===== src/rtl/mem_arb_pkg.sv =====
// rtl/mem_arb_pkg.sv - shared state encoding and width defaults for mem_arbiter
package mem_arb_pkg;

    localparam int ADDR_W_DEF = 32;
    localparam int DATA_W_DEF = 32;

    typedef enum logic [2:0] {
        IDLE   = 3'd0,
        I_ADDR = 3'd1,
        I_WAIT = 3'd2,
        D_ADDR = 3'd3,
        D_WAIT = 3'd4
    } arbState_t;

endpackage


===== src/rtl/mem_arb_slot.sv =====
// rtl/mem_arb_slot.sv - per-requester done flag and response buffer
module mem_arb_slot
    import mem_arb_pkg::*;
#(
    parameter int DATA_W = DATA_W_DEF
) (
    input  logic              clk,
    input  logic              rst,
    input  logic              advance,
    input  logic              capture,
    input  logic              loadBuf,
    input  logic [DATA_W-1:0] respData,
    output logic              done,
    output logic [DATA_W-1:0] respBuf
);

    // Done flag: a pipeline advance always wins so a request is serviced once per advance
    always_ff @(posedge clk or negedge rst) begin
        if (!rst) begin
            done <= 1'b0;
        end else if (advance) begin
            done <= 1'b0;
        end else if (capture) begin
            done <= 1'b1;
        end
    end

    // Response buffer: only loaded on completion of an access that returns data
    always_ff @(posedge clk or negedge rst) begin
        if (!rst) begin
            respBuf <= '0;
        end else if (capture && loadBuf) begin
            respBuf <= respData;
        end
    end

endmodule


===== src/rtl/mem_arbiter.sv =====
// rtl/mem_arbiter.sv - fetch/data arbiter onto a single request/response memory bus
module mem_arbiter
    import mem_arb_pkg::*;
#(
    parameter int ADDR_W = ADDR_W_DEF,
    parameter int DATA_W = DATA_W_DEF
) (
    input  logic              clk,
    input  logic              rst,
    input  logic              inst_req,
    input  logic [ADDR_W-1:0] inst_addr,
    output logic [DATA_W-1:0] inst_rdata,
    output logic              i_stall,
    input  logic              data_en,
    input  logic [3:0]        data_wen,
    input  logic [ADDR_W-1:0] data_addr,
    input  logic [DATA_W-1:0] data_wdata,
    output logic [DATA_W-1:0] data_rdata,
    output logic              d_stall,
    input  logic              longest_stall,
    output logic              bus_req,
    output logic              bus_wr,
    output logic [3:0]        bus_wstrb,
    output logic [ADDR_W-1:0] bus_addr,
    output logic [DATA_W-1:0] bus_wdata,
    input  logic              bus_addr_ok,
    input  logic              bus_data_ok,
    input  logic [DATA_W-1:0] bus_rdata
);

    arbState_t state;
    arbState_t nextState;
    logic      iDone;
    logic      dDone;
    logic      iCapture;
    logic      dCapture;
    logic      startData;
    logic      startInst;
    logic      addrAccepted;
    logic      accessWr;
    logic      advance;

    assign advance = ~longest_stall;
    assign i_stall = inst_req & ~iDone;
    assign d_stall = data_en & ~dDone;

    // State register
    always_ff @(posedge clk or negedge rst) begin
        if (!rst) begin
            state <= IDLE;
        end else begin
            state <= nextState;
        end
    end

    // Next state plus one-cycle strobes; data wins over fetch, data_ok only counts in *_WAIT
    always_comb begin
        nextState    = state;
        iCapture     = 1'b0;
        dCapture     = 1'b0;
        startData    = 1'b0;
        startInst    = 1'b0;
        addrAccepted = 1'b0;
        case (state)
            IDLE: begin
                if (data_en && !dDone) begin
                    nextState = D_ADDR;
                    startData = 1'b1;
                end else if (inst_req && !iDone) begin
                    nextState = I_ADDR;
                    startInst = 1'b1;
                end
            end
            I_ADDR: begin
                if (bus_addr_ok) begin
                    nextState    = I_WAIT;
                    addrAccepted = 1'b1;
                end
            end
            I_WAIT: begin
                if (bus_data_ok) begin
                    nextState = IDLE;
                    iCapture  = 1'b1;
                end
            end
            D_ADDR: begin
                if (bus_addr_ok) begin
                    nextState    = D_WAIT;
                    addrAccepted = 1'b1;
                end
            end
            D_WAIT: begin
                if (bus_data_ok) begin
                    nextState = IDLE;
                    dCapture  = 1'b1;
                end
            end
            default: nextState = IDLE;
        endcase
    end

    // Request channel: fields latched on entry to *_ADDR, request dropped once accepted
    always_ff @(posedge clk or negedge rst) begin
        if (!rst) begin
            bus_req   <= 1'b0;
            bus_wr    <= 1'b0;
            bus_wstrb <= 4'b0;
            bus_addr  <= '0;
            bus_wdata <= '0;
            accessWr  <= 1'b0;
        end else if (startData) begin
            bus_req   <= 1'b1;
            bus_wr    <= |data_wen;
            bus_wstrb <= data_wen;
            bus_addr  <= data_addr;
            bus_wdata <= data_wdata;
            accessWr  <= |data_wen;
        end else if (startInst) begin
            bus_req   <= 1'b1;
            bus_wr    <= 1'b0;
            bus_wstrb <= 4'b0;
            bus_addr  <= inst_addr;
        end else if (addrAccepted) begin
            bus_req   <= 1'b0;
            bus_wr    <= 1'b0;
            bus_wstrb <= 4'b0;
        end
    end

    mem_arb_slot #(.DATA_W(DATA_W)) instSlot (
        .clk      (clk),
        .rst      (rst),
        .advance  (advance),
        .capture  (iCapture),
        .loadBuf  (1'b1),
        .respData (bus_rdata),
        .done     (iDone),
        .respBuf  (inst_rdata)
    );

    // Stores complete the slot but leave the load buffer untouched
    mem_arb_slot #(.DATA_W(DATA_W)) dataSlot (
        .clk      (clk),
        .rst      (rst),
        .advance  (advance),
        .capture  (dCapture),
        .loadBuf  (~accessWr),
        .respData (bus_rdata),
        .done     (dDone),
        .respBuf  (data_rdata)
    );

endmodule


===== config.mk =====
export PLATFORM = sky130hd
export DESIGN_NAME = mem_arbiter
export DESIGN_NICKNAME = d
export VERILOG_FILES = /design/src/rtl/mem_arb_pkg.sv /design/src/rtl/mem_arb_slot.sv /design/src/rtl/mem_arbiter.sv
export SDC_FILE = /design/constraint.sdc
export NUM_CORES = 1
export LEC_CHECK = 0
export ABC_AREA = 0
export CORE_MARGIN = 4
export CORE_UTILIZATION = 41
export CTS_CLUSTER_SIZE = 10
export DETAILED_ROUTE_END_ITERATION = 8
export GPL_TIMING_DRIVEN = 0
export PLACE_DENSITY_LB_ADDON = 0.15
export SKIP_LAST_GASP = 1
export SYNTH_ARGS = -nofsm -noshare
export SYNTH_HDL_FRONTEND = slang
export SYNTH_SLANG_ARGS = --single-unit

===== constraint.sdc =====
create_clock -name clk -period 1.9 [get_ports clk]
set_input_delay 0.285 -clock clk [delete_from_list [all_inputs] [get_ports clk]]
set_output_delay 0.285 -clock clk [all_outputs]
set_load 0.1 [all_outputs]

==> results.py <==
metrics = {
    "floorplan": {
        "design.portCount": 275,
        "fp.dieH_um": 126,
        "initial_utilization_pct": 42.3,
        "core-area_sq_um": 13400,
        "placementRows": 42,
        "die_width_um": 126,
        "dieArea_sq_um": 15800,
    },
    "clock_tree": {
        "clk_path_buf_depth": 2,
        "clk_pin_slew_worst_paths_ps": 50,
        "cts_max_level": 4,
        "cts.sink_count": 140,
        "clock_tree.root_cell": "clkbuf_16",
        "tritoncts_clock_tree": "built",
        "clkLatencyLatePin_ps": 410,
        "cts_inserted_buffers": 17,
    },
    "layout": {
        "final_layout_size_suffix_gt1_share_pct": 51.2,
        "flow.area_growth_from_synthesis_pct": 60.0,
        "postLayoutCoreUtil_pct": 67.6,
        "nFillCells": 995,
        "final_cells": 838,
        "n_antenna_cell": 0,
        "num-nets-final": 790,
    },
    "route": {
        "detailedRoute.firstIterationViolations": 99,
        "route.detailed.wl_per_inst_um": 18.6,
        "total_number_of_vias": 4053,
        "ant_nets": 0,
        "drt_pre_antenna_iters": 4,
        "wl_mm": 15.6,
        "detail_route.vias_per_cell": 4.84,
        "drc": 0,
    },
    "sta": {
        "rsz0062_at_grt": "yes",
        "fin_crit_ps": 1900,
        "final_min_period_over_clock_period_pct": 100,
        "timing.final.ws_setup_ps": 0.907,
        "max_freq_ghz": 0.527,
        "worst_pin_slew_ps": 976,
        "fin_hold_ws_ps": 360,
        "timing_max_transition_violations_final": 0,
        "report.final.hold_viol_count": 0,
        "setup_skew_ps": 5.87,
        "timing.slew.headroom_pct": 35.2,
        "setup_viol_count_final": 0,
    },
    "critical_path": {
        "regToRegStartpoint": "state[0]",
        "crit_path_top_delay_cell": "buf_2",
        "worst-path-buf-inv": 3,
        "critPathCaptureType": "primary output",
        "critical_path.max_fanout": 7,
        "crit_path_cell_trace": "nand2b_4 > buf_6 > clkinvlp_4 > buf_2",
        "setup.worst_path.start_class": "flip-flop",
        "cpLargestDelayFamily": "buffers and inverters",
        "crit_path_max_incr_delay_ps": 450,
        "arrival_ps": 1610,
        "worst_setup_path_startpoint": "dataSlot.done",
        "crit_type": "flip-flop to primary output",
        "cp_data_required_time_ps": 1620,
    },
    "global_route": {
        "grt_pass1_vias": 4672,
        "grt_antenna_before_repair": 0,
        "track_usage_pct": 20.5,
        "grt_start_max_net_pins": 102,
        "globalRouteOverflowTotal": 0,
        "wire_length_of_the_first_global_routing_pass_mm": 25.4,
    },
    "synth": {
        "synth_cells": 354,
        "ys_warn_count": 0,
        "ys_ff_latch": 140,
        "synth.yosys.seq_area_share_pct": 61.9,
        "synth_area_sq_um": 5660,
        "synthDistinctLibCells": 27,
        "mappedNetlistNets": 493,
        "syn_area_per_cell_sq_um": 16.0,
    },
    "placement": {
        "post-dp-hpwl_mm": 11.9,
        "place.port_buffers": 274,
        "preCtsSetupSlack_ps": -648,
        "dp_cells": 805,
        "place_congestion": 0.870,
    },
    "job": {
        "reported_max_cap_violation_count": 0,
    },
    "worst_hold_path": {
        "holdCritPathClass": "primary input to asynchronous set/reset pin",
    },
    "outcome": {
        "run_status": "complete, no violations",
    },
}
[cell usage in the layout, fill, tap and decap left out, types with 2 or more instances in the layout]
master | synthesis | layout
a32o_1 | 4 | 4
clkdlybuf4s15_2 | 0 | 61
a21oi_1 | 3 | 3
buf_4 | 8 | 8
clkinvlp_4 | 0 | 2
clkinv_2 | 0 | 4
buf_6 | 0 | 6
clkbuf_16 | 0 | 17
dfrtp_1 | 140 | 140
clkbuf_2 | 0 | 67
mux2_1 | 6 | 6
nand2_1 | 5 | 4
clkdlybuf4s50_1 | 0 | 137
clkdlybuf4s15_1 | 0 | 7
bufinv_16 | 0 | 3
clkbuf_8 | 0 | 2
o21ai_0 | 3 | 3
o21a_1 | 4 | 4
buf_2 | 7 | 5
nor3_1 | 2 | 2
mux2_2 | 154 | 154
clkbuf_1 | 2 | 5
[stage by stage]
step                instance area, sq um  TNS [ps]
floorplan                           5710     -4320
global placement                    8670   -703070
detailed placement                  8700    -27390
CTS                                 9380      -151
global route                        9060     -57.7
finish                              9060         0
[synth_stat cells]
library cell / instances / area share (%)
inv_2: 1 / 0.066
nand2b_1: 2 / 0.22
dfrtp_1: 140 / 62
nor2b_1: 1 / 0.11
buf_4: 8 / 1.1
o21a_1: 4 / 0.53
mux2i_1: 1 / 0.18
a32o_1: 4 / 0.71
buf_1: 1 / 0.066
mux2_1: 6 / 1.2
clkbuf_1: 2 / 0.13
or4b_2: 1 / 0.18
nor3_2: 1 / 0.18
o22ai_1: 1 / 0.11
a21oi_1: 3 / 0.27
nor4_1: 1 / 0.11
mux2_2: 154 / 31
nand3b_1: 1 / 0.13
o21ai_0: 3 / 0.27
nor4_2: 1 / 0.22
inv_1: 1 / 0.066
nor3_1: 2 / 0.18
nor2_1: 1 / 0.066
nand2_1: 5 / 0.33
buf_2: 7 / 0.62
and2_1: 1 / 0.11
nor4b_4: 1 / 0.42
[state kept, by name (all words and copies together) (netlist names)]
signal and cells:
accessWr 1, bus_addr 32, bus_req 1, bus_wdata 32, bus_wr 1, bus_wstrb 4, dataSlot.done 1, dataSlot.respBuf 32
instSlot.done 1, instSlot.respBuf 32, state 3
[cell families (layout without fill, tap and decap cells)]
group	count (synthesis)	count (layout)	share of synthesized area, %
muxes	161	161	32.0
DFF	140	140	61.9
and+or+nand+nor	18	18	2.25
buffers and inverters	20	328	2.01
AOI/OAI and AO/OA	15	15	1.88
[per-layer routing]
metal | GRT usage (%) | wire length (um)
met1 | 22.2 | 5500
met2 | 36.0 | 8340
met3 | 8.53 | 1490
met4 | 7.46 | 303
met5 | 0 | 0
[what timing repair did]
item	CTS	global route
hold buffers	1	0
pin swaps	1	1
resized for setup	335	71
endpoints found under the hold margin	39	0
buffers inserted	0	2
setup endpoints to repair	168	89
[path summary, 6_finish.rpt]
kind / end / cells after the start / slack [ps]
setup / recovery: d_stall / 4 / 0.9
hold / removal: dataSlot.respBuf[26] / 2 / 360
min in group clk: dataSlot.done / 2 / 460
hold reg to reg: bus_req / 2 / 480
setup reg to reg: bus_addr[7] / 6 / 100
max in group asynchronous: dataSlot.respBuf[9] / 3 / 720
[cell type report]
class | instances | area, sq um | share of cell area [%]
inverters | 2 | 11.3 | 0.124
clock inverters | 8 | 118 | 1.30
flip-flops and latches | 140 | 3500 | 38.7
repair buffers | 278 | 2540 | 28.0
multi-input cells | 194 | 2070 | 22.9
clock buffers | 22 | 464 | 5.12
well taps | 176 | 220 | 2.43
plain buffers | 18 | 134 | 1.48
[worst register-to-register path: stages (launching register included)]
cell and delay (ps):
dfrtp_1 350, buf_2 190, nor3_2 320, o21a_1 190, buf_6 130, buf_6 150, mux2_2 350
Power is not shown: default switching activity piles up to over one toggle a cycle in this logic, so the estimate is an artifact.
